File: config.mk
export PLATFORM = sky130hd
export DESIGN_NAME = adc_emulator
export DESIGN_NICKNAME = d
export VERILOG_FILES = /design/src/rtl/adc_emulator.sv
export SDC_FILE = /design/constraint.sdc
export NUM_CORES = 1
export LEC_CHECK = 0
export ABC_AREA = 1
export BUFFER_PORTS_ARGS = -buffer_cell sky130_fd_sc_hd__buf_2
export CORE_ASPECT_RATIO = 1.75
export CORE_MARGIN = 3
export CORE_UTILIZATION = 30
export CTS_BUF_LIST = sky130_fd_sc_hd__clkbuf_16
export CTS_CLUSTER_SIZE = 30
export DETAILED_ROUTE_END_ITERATION = 16
export GPL_TIMING_DRIVEN = 0
export PLACE_DENSITY = 0.52
export SLEW_MARGIN = 20
export SYNTH_ARGS = -nofsm -noshare
export SYNTH_HDL_FRONTEND = slang
export SYNTH_SLANG_ARGS = --single-unit
export TNS_END_PERCENT = 100
File: constraint.sdc
create_clock -name osc_clk -period 1.88 [get_ports osc_clk]
set_clock_uncertainty 0.1 [all_clocks]
set_input_delay 0.376 -clock osc_clk [delete_from_list [all_inputs] [get_ports osc_clk]]
set_output_delay 0.376 -clock osc_clk [all_outputs]
set_load 0.05 [all_outputs]
File: src/rtl/adc_emulator.sv
`default_nettype none
// =============================================================================
// adc_emulator : serial 16-bit ADC responder for adc_com loopback bring-up
// Rev 1.0
// =============================================================================
module adc_emulator #(
    parameter logic [11:0] STEP      = 12'd1,
    parameter logic [11:0] RAMP_INIT = 12'h000
) (
    input  logic        osc_clk,
    input  logic        reset,
    input  logic        adc_clk,
    input  logic        adc_conv,
    input  logic        use_ext,
    input  logic [11:0] sample_in,
    output logic        adc_data,
    output logic        busy,
    output logic        frame_done,
    output logic        frame_abort,
    output logic [15:0] frame_count,
    output logic [11:0] last_sample
);

    typedef enum logic [1:0] {
        IDLE  = 2'd0,
        SHIFT = 2'd1,
        DONE  = 2'd2
    } state_t;

    logic [1:0]  clk_sync;
    logic        clk_hist;
    logic [1:0]  conv_sync;
    logic        conv_hist;
    logic        clk_rise;
    logic        clk_fall;
    logic        conv_rise;
    logic        conv_fall;

    state_t      state;
    logic [14:0] shreg;
    logic [4:0]  rise_cnt;
    logic        armed;
    logic [11:0] ramp;

    logic [11:0] sample_sel;
    logic [15:0] frame_word;

    assign sample_sel = use_ext ? sample_in : ramp;
    assign frame_word = {2'b00, sample_sel, 2'b00};

    // Synchronizers reset to 0, so a conv held low across reset release never
    // produces a falling edge.
    always_ff @(posedge osc_clk or negedge reset) begin
        if (!reset) begin
            clk_sync  <= 2'b00;
            clk_hist  <= 1'b0;
            conv_sync <= 2'b00;
            conv_hist <= 1'b0;
            clk_rise  <= 1'b0;
            clk_fall  <= 1'b0;
            conv_rise <= 1'b0;
            conv_fall <= 1'b0;
        end else begin
            clk_sync  <= {clk_sync[0], adc_clk};
            clk_hist  <= clk_sync[1];
            conv_sync <= {conv_sync[0], adc_conv};
            conv_hist <= conv_sync[1];
            clk_rise  <=  clk_sync[1]  & ~clk_hist;
            clk_fall  <= ~clk_sync[1]  &  clk_hist;
            conv_rise <=  conv_sync[1] & ~conv_hist;
            conv_fall <= ~conv_sync[1] &  conv_hist;
        end
    end

    always_ff @(posedge osc_clk or negedge reset) begin
        if (!reset) begin
            state       <= IDLE;
            shreg       <= 15'd0;
            rise_cnt    <= 5'd0;
            armed       <= 1'b0;
            ramp        <= RAMP_INIT;
            adc_data    <= 1'b0;
            busy        <= 1'b0;
            frame_done  <= 1'b0;
            frame_abort <= 1'b0;
            frame_count <= 16'd0;
            last_sample <= 12'd0;
        end else begin
            frame_done  <= 1'b0;
            frame_abort <= 1'b0;
            case (state)
                IDLE, DONE: begin
                    adc_data <= 1'b0;
                    // A fall seen in DONE implies a missed rise: start afresh.
                    if (conv_fall) begin
                        shreg       <= frame_word[14:0];
                        adc_data    <= frame_word[15];
                        last_sample <= sample_sel;
                        rise_cnt    <= 5'd0;
                        armed       <= 1'b0;
                        busy        <= 1'b1;
                        state       <= SHIFT;
                    end else if (conv_rise) begin
                        state <= IDLE;
                    end
                end
                SHIFT: begin
                    if (clk_rise && (rise_cnt == 5'd15)) begin
                        // Completion outranks a coincident conv rise.
                        rise_cnt    <= 5'd16;
                        armed       <= 1'b0;
                        frame_done  <= 1'b1;
                        frame_count <= frame_count + 16'd1;
                        ramp        <= ramp + STEP;
                        adc_data    <= 1'b0;
                        busy        <= 1'b0;
                        state       <= conv_rise ? IDLE : DONE;
                    end else if (conv_rise) begin
                        frame_abort <= 1'b1;
                        adc_data    <= 1'b0;
                        busy        <= 1'b0;
                        state       <= IDLE;
                    end else if (clk_rise) begin
                        rise_cnt <= rise_cnt + 5'd1;
                        armed    <= 1'b1;
                    end else if (clk_fall && armed) begin
                        adc_data <= shreg[14];
                        shreg    <= {shreg[13:0], 1'b0};
                        armed    <= 1'b0;
                    end
                end
                default: begin
                    adc_data <= 1'b0;
                    busy     <= 1'b0;
                    state    <= IDLE;
                end
            endcase
        end
    end

endmodule
`default_nettype wire
Word-level counts from Yosys, hierarchy flattened
Index checks and enable logic that the tools add are counted.
W data, S select, Z words.

storage, ports and cells
  bits in registers = 77
  bits of input ports = 17
  output and inout port bits = 32
  word-level logic and storage cells = 93

cells by class
  add/subtract/negate cells = 3
  equal/unequal tests = 14
  multiplexer cells = 37
  bitwise logic cells = 8
  reduce and logical (&&, ||, !) cells = 12

operators with widths
  operator                 number
  $mux W15                 5
  $pmux W15 S2             1
  $mux W5                  4
  $mux W1                  18
  $add A16 B1 Y16 const B  1
  $add A12 B1 Y12 const B  1
  $mux W12                 1
  $ne A4 B4 Y1 const B     3
  $ne A2 B2 Y1 const B     5
  $pmux W5 S2              1
  $ne A3 B3 Y1 const B     3
  $mux W2                  4
  $reduce_and A2 Y1        4
  $reduce_and A4 Y1        2
  $reduce_and A6 Y1        1
  $add A5 B1 Y5 const B    1
  $eq A5 B4 Y1 const B     1
  $and A1 B1 Y1            4
  $not A1 Y1               4
  $pmux W1 S2              2
  $pmux W2 S2              1
  $eq A2 B1 Y1 const B     1
  $eq A2 B2 Y1 const B     1
  $logic_and A1 B1 Y1      2
  3 further kinds          3

Logic depth before layout (Yosys ltp)
Gate-level depths: netlist of the first run.

  depth in word-level cells = 6
  mapped depth = 12
  depth with buffers taken out = 12

Worst setup path after synthesis of the first run
Ideal clock, no wire load.

  path kind = reg2reg
  start = register rise_cnt[0]
  end = register shreg[2]
  setup time = 0.117 ns
  arrival = 1.524 ns
  required time = 1.663 ns
  slack = 0.140 ns
  cell stages (with the launch flop) = 12
  buffers on the path = 1
  clock period less this slack = 1.740 ns
  cell sequence = dfrtp_1 > ha_1 > nand2_1 > nor2_1 > ha_1 > nand2_2 > nand2_1 > nand2_1 > nand2_2 > buf_4 > nand2_1 > nand2_1

between the ends
  word-level cells in the longest chain between the ends = 4

ends and longest elaborated chain
  item                                RTL line  text
  start: declaration                  41        logic [4:0] rise_cnt;
  start signal: assignment            124       rise_cnt <= rise_cnt + 5'd1;
  $eq A5 B4 Y1                        108       if (clk_rise && (rise_cnt == 5'd15)) begin
  $logic_and A1 B1 Y1                 108
  $ne A2 B2 Y1 (no source line)       --
  $reduce_and A6 Y1 (no source line)  --
  end signal: assignment              96        shreg <= frame_word[14:0];
  end signal: assignment              128       shreg <= {shreg[13:0], 1'b0};
  end: declaration                    40        logic [14:0] shreg;

Every way passes these cells.
A chain may end at the register's enable or synchronous reset.

Final worst setup path of the first run
  start = register rise_cnt[0]
  end = register frame_count[8]

between the ends
  word-level cells in the longest chain between the ends = 3

ends and longest elaborated chain
  item                                RTL line  text
  $eq A5 B4 Y1                        108
  $logic_and A1 B1 Y1                 108
  $reduce_and A2 Y1 (no source line)  --
  end signal: assignment              113       frame_count <= frame_count + 16'd1;
  end: declaration                    20        output logic [15:0] frame_count,

Every way passes these cells.

==> results of run 1 <==
worst paths after layout:
| check | to | slack (ns) | cells after the start |
|---|---|---|---|
| setup / recovery | frame_count[8] | -0.03 | 11 |
| hold / removal | conv_sync[0] | 0.04 | 1 |
| setup reg to reg | frame_count[8] | -0.03 | 11 |
| hold reg to reg | conv_sync[1] | 0.25 | 0 |
| max in group asynchronous | last_sample[1] | 0.67 | 3 |
| min in group asynchronous | ramp[9] | 0.43 | 2 |
critical path: cells and delay by family, from the launching register on:
family / cells / cell delay [ns]
and+or+nand+nor: 7 / 0.62
adders and majority gates: 2 / 0.42
DFF: 1 / 0.39
buffers and inverters: 1 / 0.14
xor gates and xnor gates: 1 / 0.12
final cells by class:
| type | count | area, um^2 | share of cell area [%] |
|---|---|---|---|
| flip-flops and latches | 75 | 1880 | 42.1 |
| well taps | 132 | 165 | 3.70 |
| multi-input cells | 301 | 1540 | 34.6 |
| clock buffers | 9 | 225 | 5.05 |
| inverters | 37 | 139 | 3.11 |
| clock inverters | 7 | 68.8 | 1.54 |
| repair buffers | 62 | 392 | 8.78 |
| plain buffers | 9 | 52.6 | 1.18 |
routing by layer:
layer	GRT usage (%)	vias up	routed length (um)
li1	-	1469	-
met5	0	-	0
met1	17.0	1357	3530
met4	5.38	0	180
met3	3.82	13	347
met2	25.0	50	4550
metrics by stage:
step	instance area, um^2	util [%]	setup slack, ns
finish	4460	39.7	-0.0326
global route	4460	39.7	-0.162
CTS	4370	38.9	-0.0628
detailed placement	3930	35.0	-0.165
global placement	3900	34.7	-0.238
floorplan	3490	-	0.140
cell families after synthesis:
logic type | after synthesis
AO/OA/AOI/OAI | 31
XOR/XNOR | 19
adder cells (fa/ha/maj) | 4
buffers and inverters | 47
flip-flops | 75
AND/OR/NAND/NOR | 247
sequential cells by signal, indices dropped and copies added (netlist names):
name,flops
frame_abort,1
ramp,12
clk_fall,1
frame_done,1
state,2
busy,1
last_sample,12
rise_cnt,5
conv_sync,2
conv_hist,1
shreg,13
clk_hist,1
conv_rise,1
armed,1
adc_data,1
clk_sync,2
conv_fall,1
clk_rise,1
frame_count,16
power by group through the flow:
stage | Clock [uW] | Sequential, uW | Combinational, uW
floorplan | 0 | 2200 | 395
global placement | 0 | 1990 | 857
detailed placement | 0 | 1990 | 884
CTS | 1740 | 1970 | 898
global route | 1810 | 1990 | 1050
finish | 1710 | 1960 | 931
repair_timing:
item	in CTS	in global routing
hold endpoints to repair	31	0
gates resized for setup	25	15
setup buffers	5	5
hold buffers	1	0
pin swaps	11	5
setup endpoints to repair	35	40
cloned	1	1
synthesized netlist by cell type:
master / n / share of area (%)
nor2_1: 27 / 2.9
nand3_2: 1 / 0.29
nor2_4: 2 / 0.65
xnor2_1: 6 / 1.5
buf_4: 2 / 0.43
clkbuf_1: 1 / 0.11
ha_1: 4 / 1.4
nor3_1: 3 / 0.43
dfrtp_1: 75 / 54
nor3_2: 1 / 0.29
nand3_1: 25 / 3.6
o211ai_1: 1 / 0.22
nand2_2: 6 / 1.1
xor2_1: 13 / 3.3
nand2_1: 173 / 19
a21oi_1: 5 / 0.72
inv_1: 34 / 3.7
nor2_8: 1 / 0.57
o21ai_1: 1 / 0.14
o31ai_1: 1 / 0.22
buf_2: 7 / 1.0
nand3b_1: 2 / 0.43
inv_2: 3 / 0.32
nor2_2: 2 / 0.36
o22ai_1: 1 / 0.18
o21ai_0: 22 / 3.2
nand4_1: 4 / 0.72
==> metrics, run 1 <==
Placed Cells=604; CTS tree=done; drt initial violations=197; Seq/Total Area, Yosys=53.8%; Nets=516; antenna violations before repair=0; Worst Tran Pin Value=0.588 ns; CTS max path bufs=2; input/output buffers=48; HPWL after detailed placement=6.26 mm; Total Wirelength=8.61 mm; failing checks=negative setup slack; CP Launch Type=register; All-Layer GR Usage=14.5%; DRT antenna net count=0; fmax=523 MHz; Crit path required time=2.00 ns; Die ar.=13000 um^2; most frequent cells in the layout=168 x nand2_1, 75 x dfrtp_1, 54 x buf_2; H-tree Lvls=3; Yosys cell types=27; Core ar.=11200 um^2; Seq pwr share=42.7%; setup tns final=-0.163 ns; multiplexer area fraction after synthesis=0%; CTS Buf Count=9; Syn Std Cell Area=3490 um^2; worst hold path type=in2reg; Synth Area in Compound Gates=4.62%; Synth Warn #=0; area grow syn2layout=27.8%; CP cell instances=ha_2 -> nand2_2 -> nor2_2 -> ha_2 -> nand2_4 -> nor2_4 -> buf_12 -> nand2_4 -> nor2_4 -> nand2_2 -> xnor2_1; WS Path Type=reg2reg; status=finished, violations left; Synth Area in Simple Gates=29.9%; worst slew margin relative to its limit=60.5%; fin. max-slew vios=0; adder-cell area share of the yosys netlist=1.43%; kind of end point of the critical path=register; PwrDens=1030 nW/um^2; Final Hold Fails=0; Net Switching=1470 uW; die height=149 um; DRC errors left=0; Worst Min Path Start=adc_conv; CTS Root Cell=clkbuf_16; crit path from=rise_cnt[0]; final worst-path cycle share=102%; diode count=0; Synth Area in XOR/XNOR=4.77%; Core Rows=51; largest family of logic cells by synthesized area=simple AND/OR/NAND/NOR gates; largest net degree at the start of global routing=45; crit-path max cell delay=0.39 ns; syn_area_per_cell=8.25 um^2; minimum clock period=1.91 ns; power share of the combinational group=20.2%; Worst path slowest cell=dfrtp_1; vias=2889; RSZ-0062 raised after global routing=yes; switching share of power=31.9%; Pleak=0.00234 uW; Syn Nets=444; Setup violations, final=9; Int Pwr=3130 uW; Layout Cells excl Fill=632; Worst EP arrival=2.03 ns; fin worst setup slack=-0.0326 ns; first-pass GRT wire length=14.5 mm; drt pass-1 iters=4; vias in the first global route=3002; FILL cells=1142; IO Pins=49; WL per Instance=13.6 um; Avg Vias per Cell=4.57; Overflow after GRT=0; GPL Wtd Cong=0.777; layout cells sized above 1=23.4%; hold slack=0.0382 ns; post-synthesis instance total=423; Max-Cap Viols=0; Final Power=4600 uW; CP max FO=7; clock slew at reported path FFs=0.06 ns; R2R Path Start=rise_cnt[0]; Skew-Pair Late Insertion Delay=0.34 ns; initial core utilization=31.1%; Max VDD drop=0.512 mV; most common cell after layout, fill and taps aside=nand2_1; clk sinks=75; Die X=87.5 um; number of synthesized register bits=75; clock power share=37.1%
Power figures use the tool's default switching activity.
==> run 2: changes to the inputs <==
--- a/config.mk
+++ b/config.mk
@@ -13,7 +13,7 @@
 export CTS_BUF_LIST = sky130_fd_sc_hd__clkbuf_16
 export CTS_CLUSTER_SIZE = 30
 export DETAILED_ROUTE_END_ITERATION = 16
-export GPL_TIMING_DRIVEN = 0
+export GPL_TIMING_DRIVEN = 1
 export PLACE_DENSITY = 0.52
 export SLEW_MARGIN = 20
 export SYNTH_ARGS = -nofsm -noshare
==> run 2 against run 1 <==
Against the previous run: the run now ends clean; worst hold slack better by 0.0044 ns; combinational power decreased by 2.4%; core utilization fell by 0.33 points; first-iteration DRC count down 29%; non-clock buffer count down 4; global-route usage fell by 0.49 points; clock power increased by 8%; sequential cell count unchanged; wire length is 2.7% lower; total power grew 2.4%; largest power group unchanged; highest routed layer unchanged.
==> metrics, run 2 (synthesized netlist as in run 1, its figures left out) <==
hold slack=0.0427 ns (+0.00441 ns); fmax=544 MHz (+4.1%); Crit path required time=1.99 ns (about the same); H-tree Lvls=3 (unchanged); Pleak=0.00235 uW (+0.42%); fin area=4420 um^2 (-0.84%); Max-Cap Viols=0 (unchanged); diode count=0 (unchanged); CTS Root Cell=clkbuf_16; Setup violations, final=0 (-9); Avg Vias per Cell=4.64 (+1.5%); biggest regs=frame_count x16, shreg x13; kind of end point of the critical path=register; clock slew at reported path FFs=0.06 ns (about the same); largest net degree at the start of global routing=53 (+18%); WS Path Type=reg2reg; Worst EP arrival=1.94 ns (-0.09 ns); clk sinks=75 (unchanged); Nets=512 (-0.78%); GPL Wtd Cong=0.779 (+0.27%); Total Wirelength=8.38 mm (-2.7%); All-Layer GR Usage=14.0% (-0.49 points); HPWL after detailed placement=6.21 mm (-0.91%); layout cells sized above 1=21.8% (-1.6 points); vias=2915 (+0.90%); status=finished clean; Die ar.=13000 um^2 (unchanged); vias in the first global route=2958 (-1.5%); Final Hold Fails=0 (unchanged); CP Launch Type=register; Largest register FFs=16 (unchanged); fin. max-slew vios=0 (unchanged); Core ar.=11200 um^2 (unchanged); most common cell after layout, fill and taps aside=nand2_1; drt initial violations=139 (-29%); DRC errors left=0 (unchanged); Placed Cells=607 (+0.50%); RSZ-0062 raised after global routing=yes; die height=149 um (unchanged); IO Pins=49 (unchanged); area grow syn2layout=26.7%; DRT antenna net count=0 (unchanged); antenna violations before repair=0 (unchanged); Core Rows=51 (unchanged); CTS Buf Count=9 (unchanged); Worst Tran Pin Value=0.521 ns (-0.0670 ns); Layout Cells excl Fill=628 (-0.63%); fin worst setup slack=0.0425 ns (+0.0751 ns); CP max FO=6 (-1); worst hold path type=in2reg; WL per Instance=13.3 um (-2.0%); minimum clock period=1.84 ns (-0.0751 ns); Die X=87.5 um (unchanged); Post-DP Area=3960 um^2 (+0.92%); first-pass GRT wire length=14.2 mm (-1.9%); Skew-Pair Late Insertion Delay=0.33 ns (about the same); input/output buffers=48 (unchanged); worst slew margin relative to its limit=65.0% (+4.5 points); dpl ws=-0.0528 ns (+0.112 ns); most frequent cells in the layout=170 x nand2_1, 75 x dfrtp_1, 47 x buf_2; drt pass-1 iters=6 (+2); Biggest register=frame_count; PwrDens=1070 nW/um^2 (+3.3%); CTS max path bufs=2 (unchanged); CTS tree=done; final worst-path cycle share=97.7% (-4.0 points); Max VDD drop=0.556 mV (+8.6%); initial core utilization=31.1% (unchanged); Overflow after GRT=0 (unchanged); Final Power=4710 uW (+2.4%)
-- run 2: changes by cell type in the layout (fill, tap and decap cells not counted), moves of 2 or more --
cell,previous run,this run
buf_4,9,16
clkinv_2,2,0
nand3_2,2,0
nor2_4,8,6
nand2_1,168,170
o21ai_0,21,19
o21ai_1,2,4
buf_6,4,1
nand3_1,23,25
clkinv_4,2,4
nor2_1,20,22
buf_2,54,47
-- run 2: layout make-up --
class | instances | area (um^2)
clock inverter | 7 | 103
tap | 132 | 165
fill | 1154 | 6810
inverter | 37 | 139
clock buffer | 9 | 225
timing repair buffer | 67 | 417
sequential | 75 | 1880
multi-input combinational | 301 | 1500
-- run 2: worst max-delay path: stages (launching register included) --
cell,delay (ns)
dfrtp_1,0.36
ha_2,0.19
nand2_2,0.06
nor2_2,0.08
ha_2,0.19
nand2_4,0.07
nor2_4,0.13
buf_12,0.14
nand4_1,0.17
xor2_1,0.22
-- run 2: final timing paths --
check	from	endpoint	slack, ns	cells past startpoint
worst max register to register	rise_cnt[0]	ramp[6]	0.04	9
worst min-delay path	adc_conv	conv_sync[0]	0.04	1
worst max-delay path	rise_cnt[0]	ramp[6]	0.04	9
min in group asynchronous	reset	ramp[9]	0.39	2
max in group asynchronous	reset	shreg[10]	0.70	3
worst min register to register	conv_sync[0]	conv_sync[1]	0.26	0
-- run 2: per-layer routing --
metal	vias to the layer above	share of wire, %	GRT usage, %
met5	-	0	0
met3	10	4.0	3.10
met4	0	2.4	6.22
met2	56	53	23.7
met1	1390	41	16.8
li1	1459	-	-
-- run 2: power by group --
group,internal (uW),leakage (uW),switching (uW),total (uW)
Sequential,1830,0.00100,127,1960
Clock,1170,0.000156,677,1850
Combinational,274,0.00120,635,909
Total,3280,0.00235,1440,4710
-- run 2: through the flow --
step	TNS [ns]	util, %
after floorplan	0	-
after global placement	0	35.3
after detailed placement	-0.138	35.3
after CTS	0	38.7
after global routing	-1.20	39.4
final	0	39.4
-- run 2: repair_timing --
| item | CTS | global route |
|---|---|---|
| pin swaps | 8 | 12 |
| gates cloned | 0 | 0 |
| buffers inserted | 3 | 1 |
| hold endpoints to repair | 23 | 0 |
| gates resized for setup | 8 | 16 |
| hold buffers | 1 | 0 |
| endpoints found under the setup margin | 12 | 39 |
==> run 3: changes to the inputs <==
--- a/config.mk
+++ b/config.mk
@@ -8,13 +8,13 @@
 export ABC_AREA = 1
 export BUFFER_PORTS_ARGS = -buffer_cell sky130_fd_sc_hd__buf_2
 export CORE_ASPECT_RATIO = 1.75
-export CORE_MARGIN = 3
-export CORE_UTILIZATION = 30
-export CTS_BUF_LIST = sky130_fd_sc_hd__clkbuf_16
+export CORE_MARGIN = 1
+export CORE_UTILIZATION = 50
+export CTS_BUF_LIST = sky130_fd_sc_hd__clkbuf_8
 export CTS_CLUSTER_SIZE = 30
 export DETAILED_ROUTE_END_ITERATION = 16
 export GPL_TIMING_DRIVEN = 1
-export PLACE_DENSITY = 0.52
+export PLACE_DENSITY = 0.76
 export SLEW_MARGIN = 20
 export SYNTH_ARGS = -nofsm -noshare
 export SYNTH_HDL_FRONTEND = slang
==> run 3 against run 2 <==
Against the previous run: final cell count is 8.8% lower; combinational power is 2.4% lower; highest routed layer unchanged; global-route usage is 8.6 points higher; via count is 0.72% higher; worst hold slack worse by 0.012 ns; register-to-register slack worse by 0.04 ns; core utilization is 22 points higher; total power is 11% lower.
==> metrics, run 3 (synthesized netlist as in run 1, its figures left out) <==
diode count=0 (unchanged); Crit path required time=2.04 ns (+0.05 ns); Layout Cells excl Fill=573 (-8.8%); first-pass GRT wire length=12.5 mm (-12%); vias=2936 (+0.72%); fmax=532 MHz (-2.2%); crit-path max cell delay=0.38 ns (+0.02 ns); worst hold path type=in2reg; Worst Tran Pin Value=0.486 ns (-0.0342 ns); Max VDD drop=0.517 mV (-7.0%); Multi-input gate area=1500 um^2 (-0.25%); Setup violations, final=0 (unchanged); most common cell after layout, fill and taps aside=nand2_1; Die X=65.2 um (-26%); vias in the first global route=2831 (-4.3%); antenna violations before repair=0 (unchanged); largest net degree at the start of global routing=47 (-11%); Overflow after GRT=0 (unchanged); worst slew margin relative to its limit=67.3% (+2.3 points); drt pass-1 iters=4 (-2); WS Path Type=reg2reg; Nets=506 (-1.2%); clock slew at reported path FFs=0.08 ns (+0.02 ns); HPWL after detailed placement=5.31 mm (-15%); Worst EP arrival=2.04 ns (+0.10 ns); die height=113 um (-24%); Avg Vias per Cell=5.12 (+10%); input/output buffers=48 (unchanged); Core ar.=6810 um^2 (-39%); Total Wirelength=7.40 mm (-12%); Core Rows=40 (-22%); setup tns final=0 ns (unchanged); clk sinks=75 (unchanged); most frequent cells in the layout=169 x nand2_1, 75 x dfrtp_1, 47 x buf_2; CP max FO=5 (-1); status=finished clean; IO Pins=49 (unchanged); CTS tree=done; Largest register FFs=16 (unchanged); GPL Wtd Cong=0.847 (+8.7%); Placed Cells=552 (-9.1%); H-tree Lvls=3 (unchanged); minimum clock period=1.88 ns (+0.0413 ns); final worst-path cycle share=99.9% (+2.2 points); Biggest register=frame_count; RSZ-0062 raised after global routing=yes; area grow syn2layout=19.9%; All-Layer GR Usage=22.6% (+8.6 points); dpl ws=-0.0122 ns (+0.0406 ns); fin worst setup slack=0.00121 ns (-0.0413 ns); Post-DP Area=3850 um^2 (-2.8%); Die ar.=7330 um^2 (-44%); Pleak=0.00226 uW (-4.1%); layout cells sized above 1=21.5% (-0.30 points); sequential cell area=1880 um^2 (unchanged); initial core utilization=51.3% (+20 points); FILL cells=643 (-44%); CP cell instances=ha_2 -> nand2_2 -> nor2_2 -> ha_2 -> nand2_4 -> nor2_4 -> nand3_2 -> nor2_2 -> nand3_1 -> nand2_1 -> inv_1; Final Hold Fails=0 (unchanged); DRT antenna net count=0 (unchanged); Worst path slowest cell=dfrtp_1; PwrDens=1000 nW/um^2 (-6.0%); CTS Buf Count=9 (unchanged); biggest regs=frame_count x16, shreg x13; Skew-Pair Late Insertion Delay=0.36 ns (+0.03 ns); CTS max path bufs=2 (unchanged); Max-Cap Viols=0 (unchanged); kind of end point of the critical path=register; Final Power=4190 uW (-11%); CP Launch Type=register; DRC errors left=0 (unchanged); fin area=4190 um^2 (-5.4%); WL per Instance=12.9 um (-3.2%); drt initial violations=146 (+5.0%); fin. max-slew vios=0 (unchanged); CTS Root Cell=clkbuf_8
[run 3: changes by cell type in the layout (fill, tap and decap cells not counted), moves of 3 or more]
cell	change
buf_4	-4
clkinv_4	-4
clkbuf_8	+10
nand2_2	+3
nor2_2	+3
clkbuf_16	-9
[run 3: area by class of cell]
type                       instances  area share, %
clock buffer                      10           3.29
sequential                        75           44.8
multi-input combinational        301           35.7
tap                               84           2.51
clock inverter                     5           1.85
inverter                          37           3.32
timing repair buffer              61           8.49
[run 3: what timing repair did]
item	CTS	global route
pin swaps	2	1
hold buffers	1	0
setup buffers	2	3
resized for setup	3	19
hold endpoints to repair	29	0
setup endpoints to repair	6	39
[run 3: routing by layer]
metal  share of wire (%)  track usage [%]  vias to the layer above  wire length [um]
met2                  53             37.3                       61              3910
met1                  40             26.4                     1413              2950
met4                 3.6             14.9                        0               267
met5                   0                0                        -                 0
met3                 3.8             3.66                       23               280
li1                    -                -                     1439                 -
[run 3: critical path: cells and delay by family (launching register included)]
family / cells / cell delay, ns
flops: 1 / 0.38
fa+ha+maj: 2 / 0.39
simple gates: 8 / 0.88
buf+inv: 1 / 0.03
[run 3: stage by stage]
stage                     util [%]  hold slack (ns)
after floorplan                  -          -0.0196
after detailed placement      56.6            0.233
after CTS                     60.2           0.0116
final                         61.5           0.0310
after global routing          61.5           0.0117
after global placement        56.6            0.224
[run 3: worst paths after layout]
check	slack (ns)	depth (start not counted)	start	end
min in group asynchronous	0.39	2	reset	armed
worst max register to register	0.001	11	rise_cnt[1]	frame_count[13]
max in group asynchronous	0.73	3	reset	ramp[0]
worst min-delay path	0.03	1	adc_conv	conv_sync[0]
worst max-delay path	0.001	11	rise_cnt[1]	frame_count[13]
worst min register to register	0.25	0	conv_sync[0]	conv_sync[1]
[run 3: power breakdown]
part,internal (uW),switching [uW]
combinational,261,626
clock,771,579
sequential,1830,126
